==> src/rtl/num_burst_tx_pkg.sv <==
// num_burst_tx_pkg: burst FSM states and default sizing shared with the receiver bench
package num_burst_tx_pkg;
   typedef enum logic [1:0] {IDLE, SEND, COMMIT} state_t;
   localparam int W_DEF = 4;
   localparam int DEPTH_DEF = 8;
endpackage

==> src/rtl/num_burst_tx_if.sv <==
// num_burst_tx_if: host write port plus the NUM/ADD stream and status toward the receiver
interface num_burst_tx_if import num_burst_tx_pkg::*; #(parameter int W = W_DEF);
   logic         WR_EN;
   logic [W-1:0] WR_DATA;
   logic         FLUSH;
   logic         FULL;
   logic         OVF;
   logic         BUSY;
   logic [W-1:0] NUM;
   logic         ADD;
   logic         DONE;
   logic [W-1:0] EXP_AVE;
   modport master (output WR_EN, WR_DATA, FLUSH, input FULL, OVF, BUSY, NUM, ADD, DONE, EXP_AVE);
   modport slave (input WR_EN, WR_DATA, FLUSH, output FULL, OVF, BUSY, NUM, ADD, DONE, EXP_AVE);
endinterface

==> src/rtl/num_burst_tx_fifo.sv <==
// num_fifo: circular sample buffer; drops writes when full, pop must only be issued when non-empty
module num_fifo import num_burst_tx_pkg::*; #(
   parameter int W = W_DEF,
   parameter int DEPTH = DEPTH_DEF
) (
   input  logic                   clk,
   input  logic                   rst,
   input  logic                   wr_en,
   input  logic [W-1:0]           wr_data,
   input  logic                   pop,
   output logic [W-1:0]           rd_data,
   output logic [$clog2(DEPTH):0] count,
   output logic                   full,
   output logic                   empty
);
   localparam int AW = $clog2(DEPTH);
   logic [W-1:0] mem [DEPTH];
   logic [AW-1:0] wp, rp;
   logic wr;
   assign wr = wr_en && !full;
   assign full = count == (AW+1)'(DEPTH);
   assign empty = count == '0;
   assign rd_data = mem[rp];
   always_ff @(posedge clk)
      if (wr) mem[wp] <= wr_data;
   always_ff @(posedge clk) begin
      if (rst) begin
         wp <= '0;
         rp <= '0;
         count <= '0;
      end else begin
         if (wr) wp <= wp + AW'(1);
         if (pop) rp <= rp + AW'(1);
         count <= count + (AW+1)'(wr) - (AW+1)'(pop);
      end
   end
endmodule

==> src/rtl/num_burst_tx.sv <==
// num_burst_tx: sends buffered samples as an ADD=1 burst followed by one ADD=0 commit cycle
module num_burst_tx import num_burst_tx_pkg::*; #(
   parameter int W = W_DEF,
   parameter int DEPTH = DEPTH_DEF
) (
   input logic          CLK,
   input logic          RST,
   num_burst_tx_if.slave bus
);
   localparam int LG = $clog2(DEPTH);
   localparam int CW = LG + 1;
   state_t state, state_n;
   logic [CW-1:0] count, rem, rem_n;
   logic [W-1:0] rd_data;
   logic [W+LG-1:0] sum;
   logic pop, full, empty;
   num_fifo #(.W(W), .DEPTH(DEPTH)) u_fifo (
      .clk(CLK), .rst(RST), .wr_en(bus.WR_EN), .wr_data(bus.WR_DATA), .pop(pop),
      .rd_data(rd_data), .count(count), .full(full), .empty(empty)
   );
   assign bus.FULL = full;
   assign bus.BUSY = state != IDLE;
   // burst length is latched at the trigger so samples written mid-burst wait for the next one
   always_comb begin
      state_n = state;
      rem_n = rem;
      pop = 1'b0;
      case (state)
         IDLE:
            if (count == CW'(DEPTH)) begin
               state_n = SEND;
               rem_n = CW'(DEPTH);
            end else if (bus.FLUSH && !empty) begin
               state_n = SEND;
               rem_n = count;
            end
         SEND: begin
            pop = 1'b1;
            rem_n = rem - CW'(1);
            state_n = rem == CW'(1) ? COMMIT : SEND;
         end
         default: state_n = IDLE;
      endcase
   end
   always_ff @(posedge CLK) begin
      if (RST) begin
         state <= IDLE;
         rem <= '0;
         sum <= '0;
         bus.NUM <= '0;
         bus.ADD <= 1'b0;
         bus.DONE <= 1'b0;
         bus.EXP_AVE <= '0;
         bus.OVF <= 1'b0;
      end else begin
         state <= state_n;
         rem <= rem_n;
         bus.ADD <= pop;
         bus.DONE <= state == COMMIT;
         if (pop) begin
            bus.NUM <= rd_data;
            sum <= sum + (W+LG)'(rd_data);
         end
         // receiver always divides by DEPTH, so short bursts are averaged the same way
         if (state == COMMIT) begin
            bus.EXP_AVE <= W'(sum >> LG);
            sum <= '0;
         end
         if (bus.WR_EN && full) bus.OVF <= 1'b1;
      end
   end
endmodule
==> src/flat_wrapper.sv <==
// flat-port wrapper written by rule: the top's interface ports become plain ports
module num_burst_tx_flat import num_burst_tx_pkg::*;
#(
   parameter int W = W_DEF,
   parameter int DEPTH = DEPTH_DEF
)
  (CLK, RST, bus_WR_EN, bus_WR_DATA, bus_FLUSH, bus_FULL, bus_OVF, bus_BUSY, bus_NUM, bus_ADD, bus_DONE, bus_EXP_AVE);
  num_burst_tx_if #(.W(W)) bus_i ();
  input logic CLK;
  input logic RST;
  input wire logic [$bits(bus_i.WR_EN)-1:0] bus_WR_EN;
  input wire logic [$bits(bus_i.WR_DATA)-1:0] bus_WR_DATA;
  input wire logic [$bits(bus_i.FLUSH)-1:0] bus_FLUSH;
  output wire logic [$bits(bus_i.FULL)-1:0] bus_FULL;
  output wire logic [$bits(bus_i.OVF)-1:0] bus_OVF;
  output wire logic [$bits(bus_i.BUSY)-1:0] bus_BUSY;
  output wire logic [$bits(bus_i.NUM)-1:0] bus_NUM;
  output wire logic [$bits(bus_i.ADD)-1:0] bus_ADD;
  output wire logic [$bits(bus_i.DONE)-1:0] bus_DONE;
  output wire logic [$bits(bus_i.EXP_AVE)-1:0] bus_EXP_AVE;
  assign bus_i.WR_EN = bus_WR_EN;
  assign bus_i.WR_DATA = bus_WR_DATA;
  assign bus_i.FLUSH = bus_FLUSH;
  assign bus_FULL = bus_i.FULL;
  assign bus_OVF = bus_i.OVF;
  assign bus_BUSY = bus_i.BUSY;
  assign bus_NUM = bus_i.NUM;
  assign bus_ADD = bus_i.ADD;
  assign bus_DONE = bus_i.DONE;
  assign bus_EXP_AVE = bus_i.EXP_AVE;
  num_burst_tx #(.W(W), .DEPTH(DEPTH)) u_core (.CLK(CLK), .RST(RST), .bus(bus_i));
endmodule
==> config.mk <==
export PLATFORM = sky130hd
export DESIGN_NAME = num_burst_tx_flat
export DESIGN_NICKNAME = d
export VERILOG_FILES = /design/src/rtl/num_burst_tx_pkg.sv /design/src/rtl/num_burst_tx_if.sv /design/src/rtl/num_burst_tx_fifo.sv /design/src/rtl/num_burst_tx.sv /design/src/flat_wrapper.sv
export SDC_FILE = /design/constraint.sdc
export NUM_CORES = 1
export LEC_CHECK = 0
export ABC_AREA = 1
export BUFFER_PORTS_ARGS = -buffer_cell sky130_fd_sc_hd__buf_2
export CORE_MARGIN = 2
export CORE_UTILIZATION = 65
export CTS_BUF_LIST = sky130_fd_sc_hd__clkbuf_8
export DETAILED_ROUTE_END_ITERATION = 12
export GPL_ROUTABILITY_DRIVEN = 0
export GPL_TIMING_DRIVEN = 0
export PLACE_DENSITY_LB_ADDON = 0.12
export SYNTH_ARGS = -nofsm -noshare
export SYNTH_HDL_FRONTEND = slang
export SYNTH_SLANG_ARGS = --single-unit
export TNS_END_PERCENT = 100
==> constraint.sdc <==
create_clock -name CLK -period 3.02 [get_ports CLK]
set_input_delay 0.151 -clock CLK [delete_from_list [all_inputs] [get_ports CLK]]
set_output_delay 0.151 -clock CLK [all_outputs]
set_load 0.005 [all_outputs]
Yosys cells after proc, flatten, opt, wreduce, memory -nomap -nowiden
Memories as Yosys holds them, arrays and structs flattened. A register that Yosys moved wholly into a read port is not among the register bits.
Index checks and enable logic that the tools add are counted.
- bits in registers: 34
- memory bits (writable): 32
- bits of input ports: 8
- output and inout bits: 13
- logic and storage cells: 46
- memories: 1
- memories (name ; words ; width ; rd ports ; clocked after Yosys merged registers in ; write ports ; line ; source):
    u_core.u_fifo.mem ; 8 ; 4 ; 1 ; 1 ; 1 ; num_burst_tx_fifo.sv:17 ; logic [W-1:0] mem [DEPTH];
- add/sub/neg operators: 6
- equal/unequal tests: 5
- mux-type cells: 12
- reductions and logical operators: 11
- operator list (cell ; number):
    two-way mux 4 bit ; 2
    one-hot mux 4 bit (2 select lines) ; 1
    adder 7 x 4 -> 7 bit ; 1
    adder 3 x 1 -> 3 bit, second input constant ; 2
    two-way mux 2 bit ; 3
    two-way mux 3 bit ; 2
    adder 4 x 1 -> 4 bit ; 1
    equality test 4 x 1 -> 1 bit, second input constant ; 1
    equality test 4 bit, second input constant ; 1
    zero test 4 bit ; 1
    one-hot mux 2 bit (2 select lines) ; 1
    nonzero test 2 bit ; 2
    subtractor 4 x 1 -> 4 bit ; 1
    subtractor 4 x 1 -> 4 bit, second input constant ; 1
    logical AND 1 bit ; 3
    two-way mux 1 bit ; 3
    inequality test 3 x 1 -> 1 bit, second input constant ; 1
    equality test 2 x 1 -> 1 bit, second input constant ; 1
    equality test 2 bit, second input constant ; 1
    zero test 1 bit ; 2
    zero test 2 bit ; 1
    AND reduction 2 bit ; 1
    OR reduction 2 bit ; 1

Depth between registers and ports, before layout
Gate-level depths: netlist of run 1.
- depth after elaboration: 6
- mapped depth: 16
- gate-level depth less buffers: 15

Hierarchy
From an unflattened synthesis of run 1, not the netlist that was laid out.
- cells, all modules: 387
- area total of the unflattened synthesis: 3274.4 um^2
- by module, submodules not included (module ; instances ; cells an instance ; area an instance (um^2) ; sequential area each (um^2)):
    num_fifo ; 1 ; 226 ; 2073.2 ; 1221.2
    num_burst_tx ; 1 ; 161 ; 1201.2 ; 480.5

Worst setup path before layout of run 1
No wires, ideal clock.
- kind: reg2reg
- from: register with a tool-made name
- to: register u_core.sum[4]
- setup time: 0.115 ns
- arrival: 1.955 ns
- required time: 2.905 ns
- setup slack: 0.950 ns
- stages on the path, launching flop included: 16
- path buffers: 2
- clock period less this slack: 2.070 ns
- cell sequence: dfxtp_1 buf_6 inv_6 buf_6 nand2_1 nand3_1 nand3_1 nand2_1 inv_1 ha_1 inv_1 fa_1 o21ai_0 nand3_1 nand2_1 nor2_1
- RTL lines (what ; line ; source):
    end signal: assignment ; num_burst_tx.sv:62 ; sum <= sum + (W+LG)'(rd_data);
    end: declaration ; num_burst_tx.sv:15 ; logic [W+LG-1:0] sum;

==> impl_results.md, run 1 <==
- Port Buffer Count: 20
- Worst reg2reg path depth: 15
- Min Tclk post-route: 2440 ps
- Sw frac: approximately two fifths
- Die Ht: 74.4 um
- Vias: between 2000 and 2500
- DRT Pass-1 Iters: 4
- Nets@finish: ~430
- Synth async-reset ratio: 0%
- Global-route wire length before repair: roughly 9.5 mm
- Worst-Skew Late Latency: between 300 and 400 ps
- Hold path startpoint: RST
- Critical Path AT: ~2700 ps
- Post-synth EDFFs: 32
- Avg WL per Cell: around 13 um
- Initial Util: 67.7%
- Maxcap violations: 0
- Critical Path End Type: flop
- Yosys reg bits: 69
- Max Fanout on Critical Path: 10
- Pwr Density: around 890 nW/um^2
- Final ANT Viol Nets: 0
- Worst R2R Setup Slack: ~580 ps
- Fin Hold WS: 59.1 ps
- Largest family of logic cells by synthesized area: simple AND/OR/NAND/NOR gates
- Worst hold path type: in -> reg
- Slew headroom: 66.6%
- GRT Util Overall: roughly a quarter
- Syn Std Cell Area: between 3000 and 4000 sq um
- # DRC: 0
- Primary FF master, synth: dfxtp_1
- Synthesized net count: 394
- Post-synthesis simple-gate area fraction: approximately 23%
- Synth Area in XOR/XNOR: 0.817%
- Grt ovf: 0
- Setup Crit Path Kind: reg -> reg
- Sequential share of power: 38.5%
- Int Power: ~2.0 mW
- Final slew viol count: 0
- Cts-stage hold buffer count: 0
- CTS tree: built
- CTS buffer count: 9
- Depth of the CTS H-tree: 3
- Mean area per synthesized cell: about 8.7 sq um
- CTS clk-pin slew, worst paths: 70 ps
- FF-to-FF End: u_core.sum[6]
- Ports: 21
- Post-CTS Resized: 0
- Fmax: approximately 400 MHz
- Setup TNS: 0 ps
- Sw Pwr: 1.23 mW
- WL final: around 6 mm
- Die Width: approximately 74 um
- Number of global-route vias before repair: approximately 2200
- Status: complete, no violations
- Clock share of power: 20.9%
- Share of cells above drive strength 1: 15.0%
- Routed vias/inst: roughly 5
- Compound-gate portion of the synthesized area: between 6 and 7%
- Fin crit share: 80.6%
- Die Area: 5530 sq um
- Root Buffer Master: clkbuf_8
- Cells after synthesis: 370
- RSZ-0062 raised after global routing: false
- Setup Fix Bufs, Post-CTS: 0
- Row count: 25
- Core Region: about 4800 sq um
- CP Launch Type: flop
- Ys Warns: 0
- Leakage: around 1.7 nW
- Worst min-delay path endpoint: u_core.state[1]
- Initial antenna violation count: 0
- Seq/Total Area, Yosys: around 53%
- Largest net degree at the start of global routing: 12
- Setup violators final: 0
- Worst Hold Path Cells: 2
- Post-synthesis mux area share: 0%
- Final Hold Fails: 0
- Clk buf depth: 2
- Post-synthesis cell type count: 31
- Critical path data required time: between 3000 and 4000 ps
- Peak supply drop: approximately 0.00054 V
- Initial drt markers: 200
- Clock Skews: about 5.5 ps
- Synthesized-area fraction occupied by adder cells: approximately 6.7%
- Worst slew pin tran: 500 ps
- Final HPWL DP: approximately 4.3 mm
- Antenna Cells: 0
- Num Clock Sinks: 69
- Area growth, synth to finish: 11.2%
- Gate power share: 40.6%
cells in the mapped netlist (3+ instances only):
master    count  share of area [%]
o21ai_0      12                1.9
nand3_1      32                5.0
xor2_1        3               0.82
ha_1         14                5.4
nand2_1      85                9.9
o21ai_1       3               0.47
dfxtp_1      37                 23
nor3_1        3               0.47
edfxtp_1     32                 30
inv_1        64                7.5
a21oi_1      19                3.0
buf_6         5                1.8
nand2_2       6                1.2
nor2_1       32                3.7
sequential cells by signal (all words and copies together), names as in the netlist, named ones only:
register and flops:
u_core.u_fifo.mem 32, u_core.bus.NUM 4, u_core.u_fifo.wp 3, u_core.sum 7
u_core.u_fifo.count 4, u_core.state 2, u_core.rem 4, u_core.bus.ADD 1
u_core.bus.DONE 1, u_core.bus.EXP_AVE 4, u_core.u_fifo.rp 3, u_core.bus.OVF 1
worst max-delay path by stage:
| stage | from | endpoint | slack, ps | depth (start not counted) |
|---|---|---|---|---|
| floorplan | flop | u_core.sum[4] | 950 | 15 |
| global placement | flop | u_core.sum[4] | 690 | 15 |
| detailed placement | flop | u_core.sum[4] | 630 | 15 |
| CTS | flop | u_core.sum[6] | 610 | 15 |
| global route | flop | u_core.sum[6] | 380 | 15 |
| finish | flop | u_core.sum[6] | 580 | 15 |
logic make-up (layout without fill, tap and decap cells):
family	count (synthesis)	count (layout)
AOI/OAI and AO/OA	38	38
and+or+nand+nor	167	167
xor gates and xnor gates	3	3
DFF	69	69
buffers and inverters	77	113
adders and majority gates	16	16
metal layers:
layer,vias up,track usage [%],share of wire (%)
li1,1235,-,-
met1,1089,30.1,46
met2,45,39.2,49
met3,9,3.66,4.0
met4,0,11.7,1.4
met5,-,0,0
metrics by stage:
stage | instances | worst slack, ps | util, % | power [mW] | cell area (sq um)
2_1_floorplan | 370 | 950 | - | 2.24 | 3220
6_report | 473 | 584 | 75.3 | 3.20 | 3580
3_3_place_gp | 457 | 686 | 71.5 | 2.48 | 3400
4_1_cts | 473 | 614 | 75.3 | 3.20 | 3580
5_1_grt | 473 | 376 | 75.3 | 3.45 | 3580
3_5_place_dp | 457 | 627 | 71.5 | 2.54 | 3400
layout by cell type (no fill, tap or decap), drive strengths merged:
cell,n
nand2,92
ha,14
clkinv,3
nand4,1
inv,69
a21o,1
nand3,33
a21oi,20
o21ai,15
nor2,33
clkbuf,12
nor3,3
buf,28
a22o,2
nor4,1
nor3b,2
xor2,3
fa,2
clkinvlp,1
dfxtp,37
edfxtp,32
or2,2
cell type report:
type / count / area, sq um
Sequential cell: 69 / 1700
Fill cell: 369 / 1180
Multi-Input combinational cell: 224 / 1170
Inverter: 68 / 263
Clock buffer: 11 / 151
Timing Repair Buffer: 20 / 100
Tap cell: 67 / 83.8
Buffer: 9 / 77.6
Clock inverter: 5 / 26.3
worst max-delay path, cell delays in order, from the launching register on:
cell	delay (ps)
dfxtp_1	330
buf_6	150
inv_6	50
buf_6	140
nand2_1	60
nand3_1	80
nand3_1	100
nand2_1	80
inv_1	60
ha_1	160
inv_1	60
fa_1	400
o21ai_0	430
nand3_1	130
nand2_1	70
nor2_1	40
power groups by stage:
stage / Clock (mW) / Sequential (mW) / Combinational, mW
finish: 0.668 / 1.23 / 1.30
global route: 0.712 / 1.25 / 1.49
CTS: 0.674 / 1.23 / 1.30
detailed placement: 0 / 1.25 / 1.29
global placement: 0 / 1.25 / 1.23
floorplan: 0 / 1.24 / 1.00
Power figures use the tool's default switching activity.
==> run 2, diff against run 1 <==
--- a/config.mk
+++ b/config.mk
@@ -8,7 +8,7 @@
 export ABC_AREA = 1
 export BUFFER_PORTS_ARGS = -buffer_cell sky130_fd_sc_hd__buf_2
 export CORE_MARGIN = 2
-export CORE_UTILIZATION = 65
+export CORE_UTILIZATION = 62
 export CTS_BUF_LIST = sky130_fd_sc_hd__clkbuf_8
 export DETAILED_ROUTE_END_ITERATION = 12
 export GPL_ROUTABILITY_DRIVEN = 0
==> constraint.sdc (replaced) <==
create_clock -name CLK -period 2.3 [get_ports CLK]
set_input_delay 0.115 -clock CLK [delete_from_list [all_inputs] [get_ports CLK]]
set_output_delay 0.115 -clock CLK [all_outputs]
set_load 0.005 [all_outputs]
==> run 2 against run 1 <==
  * Sequential power is 32% higher
  * First-iteration DRC count decreased by 19%
  * Combinational power increased by 32%
  * Largest cell class unchanged
  * Hold slack got worse by 30 ps
  * Die area increased by 4.6%
  * Clock-buffer cell count up 1
  * Non-clock buffer count did not move
  * Register-to-register slack worse by 430 ps
  * Largest power group unchanged
==> impl_results.md, run 2 (synthesized netlist as in run 1, its figures left out) <==
- Clock Skews: 7.49 ps (+2.04 ps)
- Regs by FF count: u_core.u_fifo.mem x32, u_core.sum x7
- Fillers: 401 (+8.7%)
- Setup Crit Path Kind: reg -> reg
- GRT Util Overall: 22.5% (-1.0 points)
- Vias: 2356 (-0.93%)
- CTS clk-pin slew, worst paths: 70 ps (about the same)
- Initial antenna violation count: 0 (unchanged)
- Pwr Density: 1200 nW/um^2 (+34%)
- Final ANT Viol Nets: 0 (unchanged)
- Die Area: 5780 sq um (+4.6%)
- Final slew viol count: 0 (unchanged)
- Fin crit share: 93.1% (+12 points)
- CP Launch Type: flop
- Max FFs per register: 32 (unchanged)
- Slew headroom: 66.7% (+0.12 points)
- Clk buf depth: 2 (unchanged)
- Number of global-route vias before repair: 2289 (+4.6%)
- Depth of the CTS H-tree: 3 (unchanged)
- Die Width: 76.0 um (+2.3%)
- Max Fanout on Critical Path: 7 (-3)
- Worst-Skew Late Latency: 330 ps (about the same)
- DP Cell Count: 460 (+0.66%)
- Final HPWL DP: 4.31 mm (+0.26%)
- CTS buffer count: 9 (unchanged)
- Row count: 26 (+4.0%)
- Fmax: 467 MHz (+14%)
- Initial drt markers: 163 (-19%)
- CTS tree: built
- DRT Pass-1 Iters: 4 (unchanged)
- Ports: 21 (unchanged)
- Share of cells above drive strength 1: 15.3% (+0.25 points)
- Worst slew pin tran: 500 ps (+0.0517 ps)
- Setup violators final: 0 (unchanged)
- Root Buffer Master: clkbuf_8
- Num Clock Sinks: 69 (unchanged)
- Total power: 4.34 mW (+36%)
- Critical Path End Type: flop
- Die Ht: 76.0 um (+2.3%)
- Final core occ: 71.8% (-3.5 points)
- Grt ovf: 0 (unchanged)
- Critical path data required time: 2500 ps (-750 ps)
- Critical Path AT: 2340 ps (-320 ps)
- Final Hold Fails: 0 (unchanged)
- Footprint of the multi-input gates: 1180 sq um (+0.75%)
- Avg WL per Cell: 12.6 um (-0.80%)
- Global-route wire length before repair: 10.2 mm (+7.6%)
- Core Region: 5040 sq um (+6.1%)
- Reg with most FFs: u_core.u_fifo.mem
- Routed vias/inst: 4.95 (-1.5%)
- Fin cells: 476 (+0.63%)
- WL final: 5.98 mm (-0.17%)
- Most frequent cells in the layout: 84 x nand2_1, 67 x inv_1, 37 x dfxtp_1
- RSZ-0062 raised after global routing: false
- Peak supply drop: 0.000714 V (+32%)
- Port Buffer Count: 20 (unchanged)
- Largest net degree at the start of global routing: 12 (unchanged)
- # DRC: 0 (unchanged)
- Status: complete, no violations
- Nets@finish: 425 (unchanged)
- Reg area: 1700 sq um (unchanged)
- Area growth, synth to finish: 12.5%
- Maxcap violations: 0 (unchanged)
- Antenna Cells: 0 (unchanged)
- Worst hold path type: in -> reg
- Min Tclk post-route: 2140 ps (-295 ps)
- Leakage: 1.68 nW (+1.3%)
- Most common cell after layout, fill and taps aside: nand2_1
- Cts-stage hold buffer count: 0 (unchanged)
- Initial Util: 63.8% (-3.9 points)
run 2: what timing repair did:
item / CTS / global route
setup buffers: 0 / 0
endpoints found under the setup margin: 2 / 4
cloned: 0 / 0
gates resized for setup: 1 / 3
pin swaps: 0 / 1
run 2: path summary, 6_finish.rpt:
kind | start | end | slack (ps) | depth (start not counted)
hold reg to reg | u_core.bus.EXP_AVE[0] | u_core.bus.EXP_AVE[0] | 450 | 2
hold / removal | RST | u_core.state[1] | 30 | 2
setup reg to reg | u_core.u_fifo.count[2] | u_core.u_fifo.count[2] | 160 | 11
setup / recovery | u_core.u_fifo.count[2] | u_core.u_fifo.count[2] | 160 | 11
run 2: area by class of cell:
class / instances / share of cell area (%)
inverters: 68 / 7.26
repair buffers: 20 / 2.77
multi-input cells: 224 / 32.7
flip-flops and latches: 69 / 47.0
clock buffers: 12 / 4.56
clock inverters: 4 / 1.14
well taps: 70 / 2.42
plain buffers: 9 / 2.14
run 2: where the power goes:
part           total [mW]  switching [mW]  internal, mW  leakage, nW
Combinational        1.72            1.05         0.664        0.970
Clock               0.996           0.418         0.579        0.116
Sequential           1.62           0.126          1.50        0.594
run 2: metal layers:
metal  up-vias  wire, um  track usage (%)
met1      1076      2870             29.6
met4         0        78             10.4
li1       1235         -                -
met2        37      2810             36.3
met5         -         0                0
met3         8       213             4.62
run 2: per-stage QoR:
step	setup TNS [ps]	worst slack [ps]	instance area [sq um]	hold WS, ps
3_3_place_gp	-58.9	-30.1	3400	369
4_1_cts	0	29.2	3610	14.5
5_1_grt	0	1.96	3620	37.6
2_1_floorplan	0	230	3220	192
6_report	0	159	3620	28.8
3_5_place_dp	-151	-78.6	3400	368
run 2: critical path, cell delays in order, from the launching register on:
cell and delay (ps):
dfxtp_1 330, inv_1 80, ha_1 240, nand2_2 140, nand2_2 120, ha_1 300, inv_1 50, ha_1 150
inv_1 50, fa_1 370, xor2_1 140, nor2_1 50
